### src/rtl/reorder_buffer_if.sv
// Issue, result-broadcast, operand-query, commit and flush signals of the reorder buffer.
// Latency: none (wiring only); the master side is issue/CDB/register file, the slave side is the ROB.
// Backpressure: issue is refused while fullOut is high; no other path can be stalled.
interface reorder_buffer_if #(parameter int ROB_WIDTH = 4);
  // issue side
  logic                 issueValid;
  logic                 issueHasRd;
  logic [4:0]           issueRd;
  logic                 issueIsBranch;
  logic                 issuePredTaken;
  logic [31:0]          issueAltPc;
  logic [ROB_WIDTH-1:0] issueId;
  logic                 fullOut;
  // result broadcast
  logic                 cdbValid;
  logic [ROB_WIDTH-1:0] cdbId;
  logic [31:0]          cdbValue;
  logic                 cdbTaken;
`ifdef ROB_DUAL_CDB_EN
  logic                 cdb2Valid;
  logic [ROB_WIDTH-1:0] cdb2Id;
  logic [31:0]          cdb2Value;
  logic                 cdb2Taken;
`endif
  // operand lookups
  logic [ROB_WIDTH-1:0] query1Id;
  logic                 query1Ready;
  logic [31:0]          query1Value;
  logic [ROB_WIDTH-1:0] query2Id;
  logic                 query2Ready;
  logic [31:0]          query2Value;
  // commit and flush
  logic                 writeFlag;
  logic [ROB_WIDTH-1:0] robId;
  logic [4:0]           writeAddr;
  logic [31:0]          writeValue;
  logic                 clearOut;
  logic [31:0]          clearPc;

  modport master (
    output issueValid, issueHasRd, issueRd, issueIsBranch, issuePredTaken, issueAltPc,
    output cdbValid, cdbId, cdbValue, cdbTaken,
`ifdef ROB_DUAL_CDB_EN
    output cdb2Valid, cdb2Id, cdb2Value, cdb2Taken,
`endif
    output query1Id, query2Id,
    input  issueId, fullOut, query1Ready, query1Value, query2Ready, query2Value,
    input  writeFlag, robId, writeAddr, writeValue, clearOut, clearPc
  );

  modport slave (
    input  issueValid, issueHasRd, issueRd, issueIsBranch, issuePredTaken, issueAltPc,
    input  cdbValid, cdbId, cdbValue, cdbTaken,
`ifdef ROB_DUAL_CDB_EN
    input  cdb2Valid, cdb2Id, cdb2Value, cdb2Taken,
`endif
    input  query1Id, query2Id,
    output issueId, fullOut, query1Ready, query1Value, query2Ready, query2Value,
    output writeFlag, robId, writeAddr, writeValue, clearOut, clearPc
  );
endinterface

### src/rtl/reorder_buffer.sv
// Circular in-order reorder buffer: allocates tags, collects CDB results, retires one entry per cycle.
// Latency: CDB result to head -> writeFlag two cycles later; issueId/fullOut/queries are combinational.
// Backpressure: issue ignored while full; readyIn=0 freezes all state and registered outputs.
// Optional second result bus via macro ROB_DUAL_CDB_EN (port 1 wins on a same-id collision).
module reorder_buffer #(
  parameter int ROB_WIDTH = 4
) (
  input  logic clockIn,
  input  logic resetIn,
  input  logic readyIn,
  reorder_buffer_if.slave bus
);
  localparam int DEPTH = 1 << ROB_WIDTH;
  localparam logic [ROB_WIDTH:0]   FULL_COUNT = (ROB_WIDTH+1)'(DEPTH);
  localparam logic [ROB_WIDTH:0]   COUNT_ONE  = (ROB_WIDTH+1)'(1);
  localparam logic [ROB_WIDTH-1:0] PTR_ONE    = ROB_WIDTH'(1);

  logic [DEPTH-1:0]     busy, ready, hasRd, isBranch, predTaken, taken;
  logic [4:0]           rdMem    [DEPTH];
  logic [31:0]          valueMem [DEPTH];
  logic [31:0]          altPcMem [DEPTH];
  logic [ROB_WIDTH-1:0] head, tail;
  logic [ROB_WIDTH:0]   count;

  logic full, issueEn, cdbEn, commitEn, mispredict;
`ifdef ROB_DUAL_CDB_EN
  logic cdb2En;
  assign cdb2En = readyIn & bus.cdb2Valid & busy[bus.cdb2Id];
`endif

  assign full       = (count == FULL_COUNT);
  assign issueEn    = readyIn & bus.issueValid & ~full;
  assign cdbEn      = readyIn & bus.cdbValid & busy[bus.cdbId];
  assign commitEn   = readyIn & busy[head] & ready[head];
  // a wrong prediction is only acted on when the branch reaches the head
  assign mispredict = commitEn & isBranch[head] & (taken[head] != predTaken[head]);

  assign bus.issueId = tail;
  assign bus.fullOut = full;

  // operand lookup: live CDB data takes priority over stored entry state
  function automatic logic [32:0] lookup(input logic [ROB_WIDTH-1:0] id);
    logic [32:0] r;
    r = {busy[id] & ready[id], valueMem[id]};
`ifdef ROB_DUAL_CDB_EN
    if (bus.cdb2Valid && bus.cdb2Id == id) r = {1'b1, bus.cdb2Value};
`endif
    if (bus.cdbValid && bus.cdbId == id) r = {1'b1, bus.cdbValue};
    return r;
  endfunction

  assign {bus.query1Ready, bus.query1Value} = lookup(bus.query1Id);
  assign {bus.query2Ready, bus.query2Value} = lookup(bus.query2Id);

  // entry state, pointers and registered commit/flush outputs
  always_ff @(posedge clockIn) begin
    if (!resetIn) begin
      head           <= '0;
      tail           <= '0;
      count          <= '0;
      busy           <= '0;
      ready          <= '0;
      bus.writeFlag  <= 1'b0;
      bus.robId      <= '0;
      bus.writeAddr  <= '0;
      bus.writeValue <= '0;
      bus.clearOut   <= 1'b0;
      bus.clearPc    <= '0;
    end else if (readyIn) begin
      if (mispredict) begin
        // flush everything; same-cycle issue and CDB traffic is dropped
        bus.clearOut  <= 1'b1;
        bus.clearPc   <= altPcMem[head];
        bus.writeFlag <= 1'b0;
        head          <= '0;
        tail          <= '0;
        count         <= '0;
        busy          <= '0;
      end else begin
        bus.clearOut  <= 1'b0;
        bus.writeFlag <= commitEn & hasRd[head] & (rdMem[head] != 5'd0);
        if (commitEn) begin
          bus.robId      <= head;
          bus.writeAddr  <= rdMem[head];
          bus.writeValue <= valueMem[head];
          busy[head]     <= 1'b0;
          head           <= head + PTR_ONE;
        end
`ifdef ROB_DUAL_CDB_EN
        // port 2 first so that port 1 overrides it on a shared id
        if (cdb2En) begin
          valueMem[bus.cdb2Id] <= bus.cdb2Value;
          taken[bus.cdb2Id]    <= bus.cdb2Taken;
          ready[bus.cdb2Id]    <= 1'b1;
        end
`endif
        if (cdbEn) begin
          valueMem[bus.cdbId] <= bus.cdbValue;
          taken[bus.cdbId]    <= bus.cdbTaken;
          ready[bus.cdbId]    <= 1'b1;
        end
        // tail is never busy when not full, so CDB cannot collide with this write
        if (issueEn) begin
          busy[tail]      <= 1'b1;
          ready[tail]     <= 1'b0;
          hasRd[tail]     <= bus.issueHasRd;
          rdMem[tail]     <= bus.issueRd;
          isBranch[tail]  <= bus.issueIsBranch;
          predTaken[tail] <= bus.issuePredTaken;
          altPcMem[tail]  <= bus.issueAltPc;
          tail            <= tail + PTR_ONE;
        end
        case ({issueEn, commitEn})
          2'b10:   count <= count + COUNT_ONE;
          2'b01:   count <= count - COUNT_ONE;
          default: count <= count;
        endcase
      end
    end
  end
endmodule

### src/flat_wrapper.sv
// flat-port wrapper written by rule: the top's interface ports become plain ports
module reorder_buffer_flat 
#(
  parameter int ROB_WIDTH = 4
)
  (clockIn, resetIn, readyIn, bus_issueValid, bus_issueHasRd, bus_issueRd, bus_issueIsBranch, bus_issuePredTaken, bus_issueAltPc, bus_cdbValid, bus_cdbId, bus_cdbValue, bus_cdbTaken, bus_query1Id, bus_query2Id, bus_issueId, bus_fullOut, bus_query1Ready, bus_query1Value, bus_query2Ready, bus_query2Value, bus_writeFlag, bus_robId, bus_writeAddr, bus_writeValue, bus_clearOut, bus_clearPc);
  reorder_buffer_if #(.ROB_WIDTH(ROB_WIDTH)) bus_i ();
  input  logic clockIn;
  input  logic resetIn;
  input  logic readyIn;
  input wire logic [$bits(bus_i.issueValid)-1:0] bus_issueValid;
  input wire logic [$bits(bus_i.issueHasRd)-1:0] bus_issueHasRd;
  input wire logic [$bits(bus_i.issueRd)-1:0] bus_issueRd;
  input wire logic [$bits(bus_i.issueIsBranch)-1:0] bus_issueIsBranch;
  input wire logic [$bits(bus_i.issuePredTaken)-1:0] bus_issuePredTaken;
  input wire logic [$bits(bus_i.issueAltPc)-1:0] bus_issueAltPc;
  input wire logic [$bits(bus_i.cdbValid)-1:0] bus_cdbValid;
  input wire logic [$bits(bus_i.cdbId)-1:0] bus_cdbId;
  input wire logic [$bits(bus_i.cdbValue)-1:0] bus_cdbValue;
  input wire logic [$bits(bus_i.cdbTaken)-1:0] bus_cdbTaken;
  input wire logic [$bits(bus_i.query1Id)-1:0] bus_query1Id;
  input wire logic [$bits(bus_i.query2Id)-1:0] bus_query2Id;
  output wire logic [$bits(bus_i.issueId)-1:0] bus_issueId;
  output wire logic [$bits(bus_i.fullOut)-1:0] bus_fullOut;
  output wire logic [$bits(bus_i.query1Ready)-1:0] bus_query1Ready;
  output wire logic [$bits(bus_i.query1Value)-1:0] bus_query1Value;
  output wire logic [$bits(bus_i.query2Ready)-1:0] bus_query2Ready;
  output wire logic [$bits(bus_i.query2Value)-1:0] bus_query2Value;
  output wire logic [$bits(bus_i.writeFlag)-1:0] bus_writeFlag;
  output wire logic [$bits(bus_i.robId)-1:0] bus_robId;
  output wire logic [$bits(bus_i.writeAddr)-1:0] bus_writeAddr;
  output wire logic [$bits(bus_i.writeValue)-1:0] bus_writeValue;
  output wire logic [$bits(bus_i.clearOut)-1:0] bus_clearOut;
  output wire logic [$bits(bus_i.clearPc)-1:0] bus_clearPc;
  assign bus_i.issueValid = bus_issueValid;
  assign bus_i.issueHasRd = bus_issueHasRd;
  assign bus_i.issueRd = bus_issueRd;
  assign bus_i.issueIsBranch = bus_issueIsBranch;
  assign bus_i.issuePredTaken = bus_issuePredTaken;
  assign bus_i.issueAltPc = bus_issueAltPc;
  assign bus_i.cdbValid = bus_cdbValid;
  assign bus_i.cdbId = bus_cdbId;
  assign bus_i.cdbValue = bus_cdbValue;
  assign bus_i.cdbTaken = bus_cdbTaken;
  assign bus_i.query1Id = bus_query1Id;
  assign bus_i.query2Id = bus_query2Id;
  assign bus_issueId = bus_i.issueId;
  assign bus_fullOut = bus_i.fullOut;
  assign bus_query1Ready = bus_i.query1Ready;
  assign bus_query1Value = bus_i.query1Value;
  assign bus_query2Ready = bus_i.query2Ready;
  assign bus_query2Value = bus_i.query2Value;
  assign bus_writeFlag = bus_i.writeFlag;
  assign bus_robId = bus_i.robId;
  assign bus_writeAddr = bus_i.writeAddr;
  assign bus_writeValue = bus_i.writeValue;
  assign bus_clearOut = bus_i.clearOut;
  assign bus_clearPc = bus_i.clearPc;
  reorder_buffer #(.ROB_WIDTH(ROB_WIDTH)) u_core (.clockIn(clockIn), .resetIn(resetIn), .readyIn(readyIn), .bus(bus_i));
endmodule
### config.mk
export PLATFORM = sky130hd
export DESIGN_NAME = reorder_buffer_flat
export DESIGN_NICKNAME = d
export VERILOG_FILES = /design/src/rtl/reorder_buffer_if.sv /design/src/rtl/reorder_buffer.sv /design/src/flat_wrapper.sv
export SDC_FILE = /design/constraint.sdc
export NUM_CORES = 2
export LEC_CHECK = 0
export CORE_ASPECT_RATIO = 0.8
export CORE_UTILIZATION = 57
export CTS_BUF_LIST = sky130_fd_sc_hd__clkbuf_8
export DETAILED_ROUTE_END_ITERATION = 6
export PLACE_DENSITY = 0.78
export SKIP_CTS_REPAIR_TIMING = 1
export SLEW_MARGIN = 20
export SYNTH_ARGS = -nofsm -noshare
export SYNTH_HDL_FRONTEND = slang
export SYNTH_SLANG_ARGS = --single-unit
### constraint.sdc
create_clock -name clockIn -period 5.1 [get_ports clockIn]
set_clock_uncertainty 0.05 [all_clocks]
set_input_delay 1.02 -clock clockIn [delete_from_list [all_inputs] [get_ports clockIn]]
set_output_delay 1.02 -clock clockIn [all_outputs]
set_load 0.02 [all_outputs]
==> metrics <==
Post-Synth XOR/XNOR Area less than 1%; Final Critical Period slightly below 5 ns; Compound-Gate Fraction of Synth Area around 1.4%; critical path startpoint category flip-flop; Hold Crit Class reg -> reg; Core Util, Final ~66%; Simple-Gate Fraction of Synth Area around 2.7%; share of the clock period used by the worst path ~94%; Distinct cells, synth 56; final net count between 3k and 4k; Syn Area/Cell 20.6 um^2; DIE WIDTH around 360 um; P per Cell Area between 300 and 400 mW/mm^2; row count between 100 and 150; Leakage 20.7 nW; DRT Pass-1 Iters 6; WP data arrival ~5.4 ns; critical path class reg -> reg; Main synth FF type edfxtp_1; Mapped Cells about 2.8k; Reg-to-Reg End u_core.altPcMem[6][21]; clock root cell clkbuf_8; critical path peak fanout 40; Critical Path End Type flip-flop; Post-Place Setup Slack between 0.3 and 0.4 ns; Synth Net Count between 2k and 3k; Min-Delay Startpoint u_core.bus.writeValue[9]; Core ar. between 0.1 and 0.15 mm^2; Reg area between 0.03 and 0.04 mm^2; clk_lat worst skew 0.93 ns; CTS tree yes; Worst-Margin Slew between 1 and 1.5 ns; RSZ-0062 raised after global routing no; largest family of logic cells by synthesized area multiplexers; vias in the first global route approximately 33k; fin. max-slew vios 0; async set-or-reset flop fraction in the synthesized netlist 0%; Via density roughly 7.0; VDD IR max about 0.26 mV; Max Root-Sink Buffers 3; RR Startpoint u_core.head[0]; outcome finished, final reports clean; Fin. Hold Viols 0; sequential area share after synthesis approximately 65%; Avg WL per Cell 32.3 um; Reg2Reg Setup Slack between 0.2 and 0.3 ns; Maximum Capacitance Violations 0; routability-driven placement congestion ratio 0.878; H-tree levels 4; DRC marker count from the first detailed-route iteration between 4k and 5k; Hold Crit Endpoint u_core.bus.writeValue[9]; CP required ~5.6 ns; top achievable clock speed approximately 210 MHz; Die ar. ~0.10 mm^2; GR Util All Layers 29.6%; Fillers around 6.3k; Ys Warns 0; global-route wire length before repair about 220000 um; area share of fa/ha/maj cells after synthesis 0.258%; Num CTS Buffers roughly 190; worst relative slew slack 22.5%; worst r2r path cells 9; largest net degree at the start of global routing 84; final setup vio count 0; Starting Density between 50 and 60%; Post-synth EDFFs ~1.2k; Post-DP HPWL 86500 um; setup ws final around 0.29 ns; residual overflow from global routing 0; # clock sinks 1292; # DRC 0; setup TNS 0 ns; die height 288 um; Multi-input gate area ~0.02 mm^2; WL final 150000 um; synthesized flop and latch total around 1.3k; count of input and output buffers approximately 240; Post-Syn Area about 0.058 mm^2; proportion of synthesized area in mux cells between 20% and 30%; vias about 32k; IO Count 236; layout cell share with drive strength beyond 1 roughly 36%; Layout area overhead 14.5%; initial antenna violation count 9; CTS clk-pin slew, worst paths approximately 0.07 ns; Antenna Nets Post-Route 0; hold path depth 2
metal layers:
metal | routed length [um] | up-vias | track usage [%]
li1 | - | 12800 | -
met1 | 57900 | 17100 | 42.1
met2 | 71300 | 2158 | 45.5
met3 | 16300 | 345 | 7.23
met4 | 4250 | 10 | 9.97
met5 | 60 | - | 0
where the power goes:
| part | internal (mW) | total, mW | switching, mW |
|---|---|---|---|
| Combinational | 0.541 | 1.17 | 0.631 |
| Sequential | 11.6 | 11.6 | 0.0124 |
| Clock | 4.12 | 8.30 | 4.18 |
metrics by stage:
stage	cells	total power, mW	instance area (um^2)	hold WS (ns)
2_1_floorplan	2828	12.4	58100	0.395
3_3_place_gp	4270	12.9	62700	0.393
3_5_place_dp	4270	13.0	62700	0.401
4_1_cts	4628	21.2	66500	0.410
5_1_grt	4633	21.7	66600	0.422
6_report	4633	21.0	66600	0.410
worst max-delay path by stage:
stage / start / to / slack, ns / depth (start not counted)
6_report: u_core.head[0] / u_core.altPcMem[6][21] / 0.29 / 9
5_1_grt: u_core.head[0] / u_core.altPcMem[4][5] / 0.11 / 9
4_1_cts: u_core.head[0] / u_core.altPcMem[6][24] / 0.31 / 9
3_5_place_dp: u_core.head[0] / u_core.altPcMem[6][28] / 0.31 / 9
3_3_place_gp: readyIn / u_core.altPcMem[4][22] / 0.34 / 10
2_1_floorplan: bus_cdbId[1] / u_core.valueMem[7][0] / 0.1 / 7
cells by family after synthesis:
kind of cell / after synthesis
AOI/OAI and AO/OA: 123
and+or+nand+nor: 333
DFF: 1292
buffers and inverters: 246
xor gates and xnor gates: 19
muxes: 803
adders and majority gates: 12
final cells by class:
type | instances | share of cell area [%]
timing repair buffer | 341 | 5.55
clock buffer | 214 | 4.43
multi-input combinational | 1290 | 29.6
sequential | 1292 | 56.5
clock inverter | 144 | 1.30
tap | 1325 | 2.49
inverter | 23 | 0.130
antenna | 4 | 0.0150
critical path: stages (launching register included):
cell     delay, ns
dfxtp_4       0.84
mux4_2        0.61
a22oi_1       0.20
nand3_1       0.16
xor2_1        0.26
nand3_4       0.25
buf_4         0.75
nand2_1       0.70
nor2_4        0.28
buf_12        0.30
state kept, by name, indices dropped and copies added (netlist names), 5 cells and up, named ones only:
register	flops
u_core.valueMem	512
u_core.busy	16
u_core.altPcMem	512
u_core.isBranch	16
u_core.bus.clearPc	32
u_core.rdMem	80
u_core.taken	16
u_core.predTaken	16
u_core.bus.writeAddr	5
u_core.hasRd	16
u_core.count	5
u_core.bus.writeValue	32
u_core.ready	16
synth_stat cells, types with 10 or more instances:
| library cell | number | area, um^2 |
|---|---|---|
| a22oi_1 | 12 | 90.1 |
| inv_1 | 22 | 82.6 |
| o21ai_0 | 46 | 230 |
| xor2_1 | 13 | 114 |
| mux4_2 | 697 | 15700 |
| nand3_1 | 67 | 335 |
| buf_1 | 29 | 109 |
| o22ai_1 | 10 | 62.6 |
| clkbuf_1 | 132 | 495 |
| mux2i_1 | 41 | 410 |
| and3_1 | 26 | 163 |
| buf_2 | 51 | 255 |
| nor2_1 | 79 | 297 |
| dfxtp_1 | 124 | 2480 |
| edfxtp_1 | 1168 | 35100 |
| ha_1 | 12 | 150 |
| nand2b_1 | 11 | 68.8 |
| nand2_1 | 107 | 402 |
| mux2_2 | 65 | 732 |
placed cells by master, fill, tap and decap left out, types with 5 or more instances in the layout:
| cell type | count |
|---|---|
| clkinv_8 | 5 |
| ha_1 | 12 |
| xnor2_1 | 6 |
| a32o_1 | 5 |
| mux4_2 | 697 |
| o21ai_0 | 46 |
| buf_12 | 43 |
| edfxtp_1 | 1168 |
| buf_4 | 67 |
| a31oi_1 | 7 |
| a2bb2oi_1 | 6 |
| mux2_2 | 65 |
| clkinv_1 | 41 |
| mux2i_1 | 41 |
| xor2_1 | 13 |
| and2_1 | 8 |
| inv_2 | 5 |
| nor2b_1 | 8 |
| dfxtp_1 | 120 |
| a21oi_1 | 9 |
| a22oi_1 | 12 |
| o22ai_1 | 10 |
| nand2b_1 | 11 |
| clkbuf_8 | 216 |
| nor2_1 | 61 |
| nand2_1 | 107 |
| and3_1 | 18 |
| nor3_1 | 7 |
| nand3_1 | 67 |
| clkinv_2 | 32 |
| and3_2 | 7 |
| clkdlybuf4s50_1 | 226 |
| inv_1 | 69 |
| nor2_4 | 18 |
Power figures use the tool's default switching activity.
